--- config.mk ---
export PLATFORM = sky130hd
export DESIGN_NAME = inst_fetch
export DESIGN_NICKNAME = d
export VERILOG_FILES = /design/src/rtl/inst_fetch.sv
export SDC_FILE = /design/constraint.sdc
export NUM_CORES = 1
export LEC_CHECK = 0
export ABC_CLOCK_PERIOD_IN_PS = 3000
export CORE_ASPECT_RATIO = 2
export CORE_MARGIN = 8
export CORE_UTILIZATION = 50
export CTS_CLUSTER_SIZE = 25
export DETAILED_ROUTE_END_ITERATION = 8
export PLACE_DENSITY = 0.78
export SYNTH_ARGS = -nofsm -noshare
export SYNTH_HDL_FRONTEND = slang
export SYNTH_SLANG_ARGS = --single-unit
--- constraint.sdc ---
create_clock -name clk -period 3 [get_ports clk]
set_input_delay 0.6 -clock clk [delete_from_list [all_inputs] [get_ports clk]]
set_output_delay 0.6 -clock clk [all_outputs]
set_load 0.03 [all_outputs]
--- src/rtl/inst_fetch.sv ---
// Fetch stage: owns the PC, drives IMEM, buffers {pc, inst} pairs for decode.
// Redirects flush the buffer; misaligned or out-of-range PCs raise a sticky fault.
//
//   state | meaning
//   RUN   | fetching one word per cycle whenever the buffer has room
//   FAULT | fetching stopped; buffered entries still drain to decode
module inst_fetch #(
  parameter logic [31:0] RESET_PC   = 32'h0000_0000,
  parameter int          IMEM_DEPTH = 1024,
  parameter int          FIFO_DEPTH = 2
) (
  input  logic        clk,
  input  logic        rst_n,
  output logic [31:0] imem_addr,
  input  logic [31:0] imem_inst,
  input  logic        redirect_valid,
  input  logic [31:0] redirect_pc,
  output logic        if_valid,
  input  logic        if_ready,
  output logic [31:0] if_inst,
  output logic [31:0] if_pc,
  output logic        fault,
  output logic [31:0] fault_pc
);

  localparam int PW = (FIFO_DEPTH > 1) ? $clog2(FIFO_DEPTH) : 1;
  localparam int CW = PW + 1;
  localparam logic [CW-1:0] DEPTH_C = CW'(FIFO_DEPTH);

  typedef enum logic {RUN, FAULT} state_t;

  state_t        state, state_nxt;
  logic [31:0]   pc, pc_nxt;
  logic          fault_nxt;
  logic [31:0]   fault_pc_nxt;
  logic          push, pop, flush;

  logic [31:0]   mem_pc   [FIFO_DEPTH];
  logic [31:0]   mem_inst [FIFO_DEPTH];
  logic [PW-1:0] wr_ptr, rd_ptr;
  logic [CW-1:0] count;

  function automatic logic in_range(input logic [31:0] a);
    return {2'b00, a[31:2]} < 32'(IMEM_DEPTH);
  endfunction

  assign pop = if_valid & if_ready;

  always_comb begin
    state_nxt    = state;
    pc_nxt       = pc;
    fault_nxt    = fault;
    fault_pc_nxt = fault_pc;
    push         = 1'b0;
    flush        = 1'b0;
    if (redirect_valid) begin
      flush  = 1'b1;
      pc_nxt = redirect_pc;
      if (redirect_pc[1:0] == 2'b00 && in_range(redirect_pc)) begin
        state_nxt = RUN;
        fault_nxt = 1'b0;
      end else begin
        state_nxt    = FAULT;
        fault_nxt    = 1'b1;
        fault_pc_nxt = redirect_pc;
      end
    end else begin
      case (state)
        RUN: begin
          if (in_range(pc)) begin
            if (count < DEPTH_C || pop) begin
              push   = 1'b1;
              pc_nxt = pc + 32'd4;
            end
          end else begin
            state_nxt    = FAULT;
            fault_nxt    = 1'b1;
            fault_pc_nxt = pc;
          end
        end
        default: ;
      endcase
    end
  end

  always_ff @(posedge clk or negedge rst_n) begin
    if (!rst_n) begin
      state    <= RUN;
      pc       <= RESET_PC;
      fault    <= 1'b0;
      fault_pc <= 32'd0;
    end else begin
      state    <= state_nxt;
      pc       <= pc_nxt;
      fault    <= fault_nxt;
      fault_pc <= fault_pc_nxt;
    end
  end

  // Storage is reset too so the head reads zero out of reset.
  always_ff @(posedge clk or negedge rst_n) begin
    if (!rst_n) begin
      for (int i = 0; i < FIFO_DEPTH; i++) begin
        mem_pc[i]   <= 32'd0;
        mem_inst[i] <= 32'd0;
      end
      wr_ptr <= '0;
      rd_ptr <= '0;
      count  <= '0;
    end else if (flush) begin
      wr_ptr <= '0;
      rd_ptr <= '0;
      count  <= '0;
    end else begin
      if (push) begin
        mem_pc[wr_ptr]   <= pc;
        mem_inst[wr_ptr] <= imem_inst;
        wr_ptr           <= wr_ptr + 1'b1;
      end
      if (pop) rd_ptr <= rd_ptr + 1'b1;
      case ({push, pop})
        2'b10:   count <= count + 1'b1;
        2'b01:   count <= count - 1'b1;
        default: ;
      endcase
    end
  end

  assign imem_addr = pc;
  assign if_valid  = (count != '0);
  assign if_pc     = mem_pc[rd_ptr];
  assign if_inst   = mem_inst[rd_ptr];

endmodule

# Word-level counts from Yosys, hierarchy flattened
# Cells that the tools add are included.
totals:
  rom_bits: 0
  n_memories: 0
  ramBits: 0
  wordCells: 81
  ff_bits: 198
  output_inout_bits: 130
  input_bits: 68
  latchBits: 0
op_classes:
  mux: 36
  bitwise: 4
  mul: 0
  shifts: 0
  div: 0
  n_reduce_logical: 14
  n_eq_ne: 5
  magnitude_cmp: 6
  add_sub_neg: 5
op_table:
  columns: ["operator", "n"]
  rows:
  - ["32-bit 2-to-1 mux", 15]
  - ["64-bit bitwise mux", 2]
  - ["30-bit by 11-bit less-than comparator with 1-bit output (second input constant)", 2]
  - ["32-bit by 3-bit adder with 32-bit output (second input constant)", 1]
  - ["32-bit demux with 1-bit select", 1]
  - ["1-bit 2-to-1 mux", 16]
  - ["2-bit nonzero test", 5]
  - ["2-bit inequality test (second input constant)", 3]
  - ["3-bit AND reduction", 2]
  - ["2-bit >= comparator (second input constant)", 2]
  - ["1-bit inverter with 2-bit output", 2]
  - ["2-bit case mux with 2 select lines", 1]
  - ["2-bit AND reduction", 2]
  - ["3-bit nonzero test", 1]
  - ["1-bit adder (second input constant)", 2]
  - ["2-bit by 1-bit adder with 2-bit output (second input constant)", 1]
  - ["2-bit by 1-bit == test with 1-bit output (second input constant)", 1]
  - ["2-bit == test (second input constant)", 1]
  - ["1-bit logical AND", 2]
  - ["2-bit logical NOT", 1]
  - ["2-bit by 1-bit less-than comparator with 1-bit output (second input constant)", 1]
  - ["2-bit less-than comparator (second input constant)", 1]
  - ["2-bit 2-to-1 mux", 1]
  - ["2-bit by 1-bit subtractor with 2-bit output (second input constant)", 1]
  - ["other kinds (3)", 3]

# Longest topological paths before layout
# Gate-level depths: netlist of run 1.
depth:
  depth_word: 10
  depth_mapped: 7
  depth_no_buf: 4

# Worst setup path after synthesis of run 1
# No wires, ideal clock.
synth_path:
  kind: "input port to flip-flop"
  from: "input port redirect_valid"
  to: "register fault_pc[14]"
  arrival_ns: 2.170
  required_time_ns: 2.875
  cell_stages: 6
  n_path_buf: 2
  setup_slack_ns: 0.705
  setup_time_ns: 0.125
  path_cell_list: "clkbuf_1 -> nor4b_1 -> and4_1 -> a221oi_1 -> buf_2 -> mux2_2"
synth_via:
  elab_chain_len: 2
  word_cells_on_any_way: 5
  classes_between: "3 x eq/ne; 1 x mux; 1 x reduce/logical"
synth_lines:
  columns: ["item", "line", "rtl"]
  rows:
  - ["start, declared", "16", "input logic redirect_valid,"]
  - ["2-bit inequality test (no source line)", null, null]
  - ["3-bit AND reduction (no source line)", null, null]
  - ["end signal, assigned", "96", "fault_pc <= fault_pc_nxt;"]
  - ["end, declared", "23", "output logic [31:0] fault_pc"]
# Parallel ways exist; a longest one is shown, timed or not.
# A chain may end at the register's enable or synchronous reset.

# Final worst setup path of run 1
layout_path:
  from: "register rd_ptr"
  to: "output port if_pc[11]"
layout_via:
  elab_chain_len: 4
layout_lines:
  columns: ["item", "line", "rtl"]
  rows:
  - ["start, declared", "40", "logic [PW-1:0] wr_ptr, rd_ptr;"]
  - ["start signal, assigned", "120", "if (pop) rd_ptr <= rd_ptr + 1'b1;"]
  - ["1-bit inverter with 2-bit output (implied by the code)", "131", "assign if_pc = mem_pc[rd_ptr];"]
  - ["32-bit 2-to-1 mux (implied by the code) (3 in series)", "131", null]
  - ["end, declared", "21", "output logic [31:0] if_pc,"]
# Every way passes these cells. The select of a mux whose other input is x is not followed.

==> results of run 1 <==
-- area by class of cell --
class | count | area [um^2] | area share, %
Sequential cell | 198 | 4960 | 43.8
Clock inverter | 15 | 176 | 1.56
Tap cell | 207 | 259 | 2.29
Timing Repair Buffer | 213 | 2170 | 19.1
Clock buffer | 17 | 425 | 3.76
Multi-Input combinational cell | 354 | 3320 | 29.3
Inverter | 5 | 18.8 | 0.166
-- power by group --
part           switching [uW]  internal, uW
sequential               96.0          2770
clock                    1090          1200
combinational             438           370
-- flip-flops by register name, summed over array words and instances (netlist names) --
signal,count
count,2
fault,1
fault_pc,32
imem_addr,32
mem_inst,64
mem_pc,64
rd_ptr,1
state,1
wr_ptr,1
-- cell usage after synthesis, types with 2 or more instances --
library cell and count:
or2_2 2, nand4_1 6, buf_2 8, and2_1 40, o21ai_0 7, nor4_1 6, mux2_2 209, and3_1 2
or3_1 2, mux2_1 4, nor3_1 2, nor2b_1 2, nor2_1 13, nand2_1 5, and4_1 3, buf_1 3
inv_1 5, clkbuf_1 19, o31ai_1 7, buf_4 4, or4_1 9, mux2i_1 2, nand3_1 7, dfrtp_1 198
a31oi_1 8, a21oi_1 3
-- stage by stage --
stage	cell area [um^2]	hold slack, ps	utilization, %	power (uW)
floorplan	8430	304	-	3270
global placement	10700	463	64.6	3720
detailed placement	10700	465	64.6	3730
CTS	11300	166	68.2	6030
global route	11300	187	68.2	6170
finish	11300	156	68.2	5960
-- metal layers --
layer  track usage (%)  up-vias
li1                  -     2521
met1              23.6     2763
met2              30.4      187
met3              5.98       35
met4              7.35        0
met5                 0        -
-- cell families after synthesis --
group | synth area share, %
flops | 58.8
xor+xnor | 0.104
buf+inv | 2.17
mux | 28.7
fa+ha+maj | 0.148
simple gates | 7.60
compound gates | 2.51
-- worst min path at each step --
stage / from / endpoint / slack, ps
final: rst_n / imem_addr[12] / 160
after detailed placement: mem_pc[27] / mem_pc[27] / 470
after CTS: rst_n / imem_addr[12] / 170
after global placement: mem_pc[28] / mem_pc[28] / 460
after floorplan: rst_n / count[0] / 300
after global routing: rst_n / imem_addr[12] / 190
-- worst max-delay path, delay by kind of cell (launching register included) --
kind	cells	cell delay [ps]
flip-flops	1	510
multiplexers	1	360
buffers and inverters	2	890
==> results.yml, run 1 <==
clock_tree:
  clk_latency_ps: 420
  numCtsBuffers: 17
  path_clk_slew_ps: 80
  cts_htree_levels: 4
  cts_sinks: 198
  cts_tree: "done"
  root_buffer: "clkbuf_16"
  hold_buffers: 0
  clk_path_buf_depth: 2
  post-cts-setup-buffers: 0
  cts_resized: 0
finish:
  fill_cells: 1207
  num_antenna_cells: 0
  final_cells: 1009
  final_common_cell: "mux2_2"
  area_growth_pct: 34.3
  mostFrequentLayoutCells: "mux2_2, dfrtp_1, clkdlybuf4s50_1, and2_1, clkbuf_16"
  nNetsFinal: 858
  layout-drive-gt1-share_pct: 33.2
route:
  drt-total-wl_um: 20000
  drtIter0Drc: 171
  dr.max_layer_used: "met4"
  num_vias: 5506
  dr_wl_met2_um: 9640
  wl_met3_um: 1550
  drcViolationCount: 0
  wl_met1_um: 8370
  viasPerCell: 5.46
  ant_nets: 0
  drtPass1Iterations: 4
  wire_per_inst_um: 19.8
yosys:
  ys.flop_type: "dfrtp_1"
  synth.net_count: 661
  synth-edff-count: 0
  post_synth.cell_area_avg_um2: 14.2
  ys_warn_count: 0
  synth.distinct_cells: 42
  syn-instance-count: 592
  synth-seq-cells: 198
  synth_top_cell_by_area: "dfrtp_1"
  synth-async-reset-ratio_pct: 100
  synth.area.top_cells: "dfrtp_1, mux2_2, and2_1"
  seq_area_frac_synth_pct: 58.8
  yosysTopAreaCellShare_pct: 58.8
  syn_area_mm2: 0.00843
timing:
  finalWorstSetupSlack_ps: 209
  hold_viol: 0
  min_period_ps: 2790
  slew_violations: 0
  fmax_ghz: 0.358
  slew_headroom_pct: 47.2
  tightest_slew_ps: 792
  period_share_pct: 93.0
  fin_skew_ps: 9.44
  tns_ps: 0
  rsz0062_at_grt: "no"
  setup_viol: 0
hold_path:
  hp-class: "in2async"
worst_setup_path:
  path_cells: "buf_12 -> mux2_2 -> clkdlybuf4s50_1"
  crit_arrival_ps: 2190
  startpoint: "rd_ptr"
  worstPathRequired_ps: 2400
  crit_slowest_cell: "clkdlybuf4s50_1"
  slowest_delay_ps: 630
  reg2regPathDepth: 5
  critPathKind: "reg2out"
  crit_path_end: "if_pc[11]"
  crit_fanout: 35
  start_kind: "flip-flop"
  worstSetupEndpointType: "output port"
  r2r_end: "mem_inst[19]"
  rrSetupSlack_ps: 540
  reg2reg_from: "imem_addr[25]"
floorplanning:
  die_w_um: 108
  die_h_um: 200
  fp-row-count: 67
  initial_utilization_pct: 50.8
  dieArea_mm2: 0.0215
  core-area_mm2: 0.0166
  ioPinCount: 198
global_route:
  grt_first_pass_wirelength_um: 32300
  grt_pass1_vias: 6173
  grt_antenna_before_repair: 0
  grt_use_total_pct: 19.1
  grt-ovfl-total: 0
  grt_max_degree: 66
pwr:
  vdd_drop_max_uv: 528
  powerDensity_mw_per_mm2: 527
  p_leak_uw: 0.00518
flow_run:
  cap_viol_max_count: 0
placement:
  hpwl_um: 14300
  dp_slack_ps: 112
  place_congestion: 0.846
  portBuffers: 197
  dp.cells: 977
run_status:
  status: "completed"
Note: power is estimated with default switching activity, not from simulation.
==> inputs of run 2 (changes only) <==
--- a/config.mk
+++ b/config.mk
@@ -9,7 +9,6 @@
 export CORE_ASPECT_RATIO = 2
 export CORE_MARGIN = 8
 export CORE_UTILIZATION = 50
-export CTS_CLUSTER_SIZE = 25
 export DETAILED_ROUTE_END_ITERATION = 8
 export PLACE_DENSITY = 0.78
 export SYNTH_ARGS = -nofsm -noshare
==> results of run 2 <==
The final DEF is identical to that of run 1; final timing and power are the same.
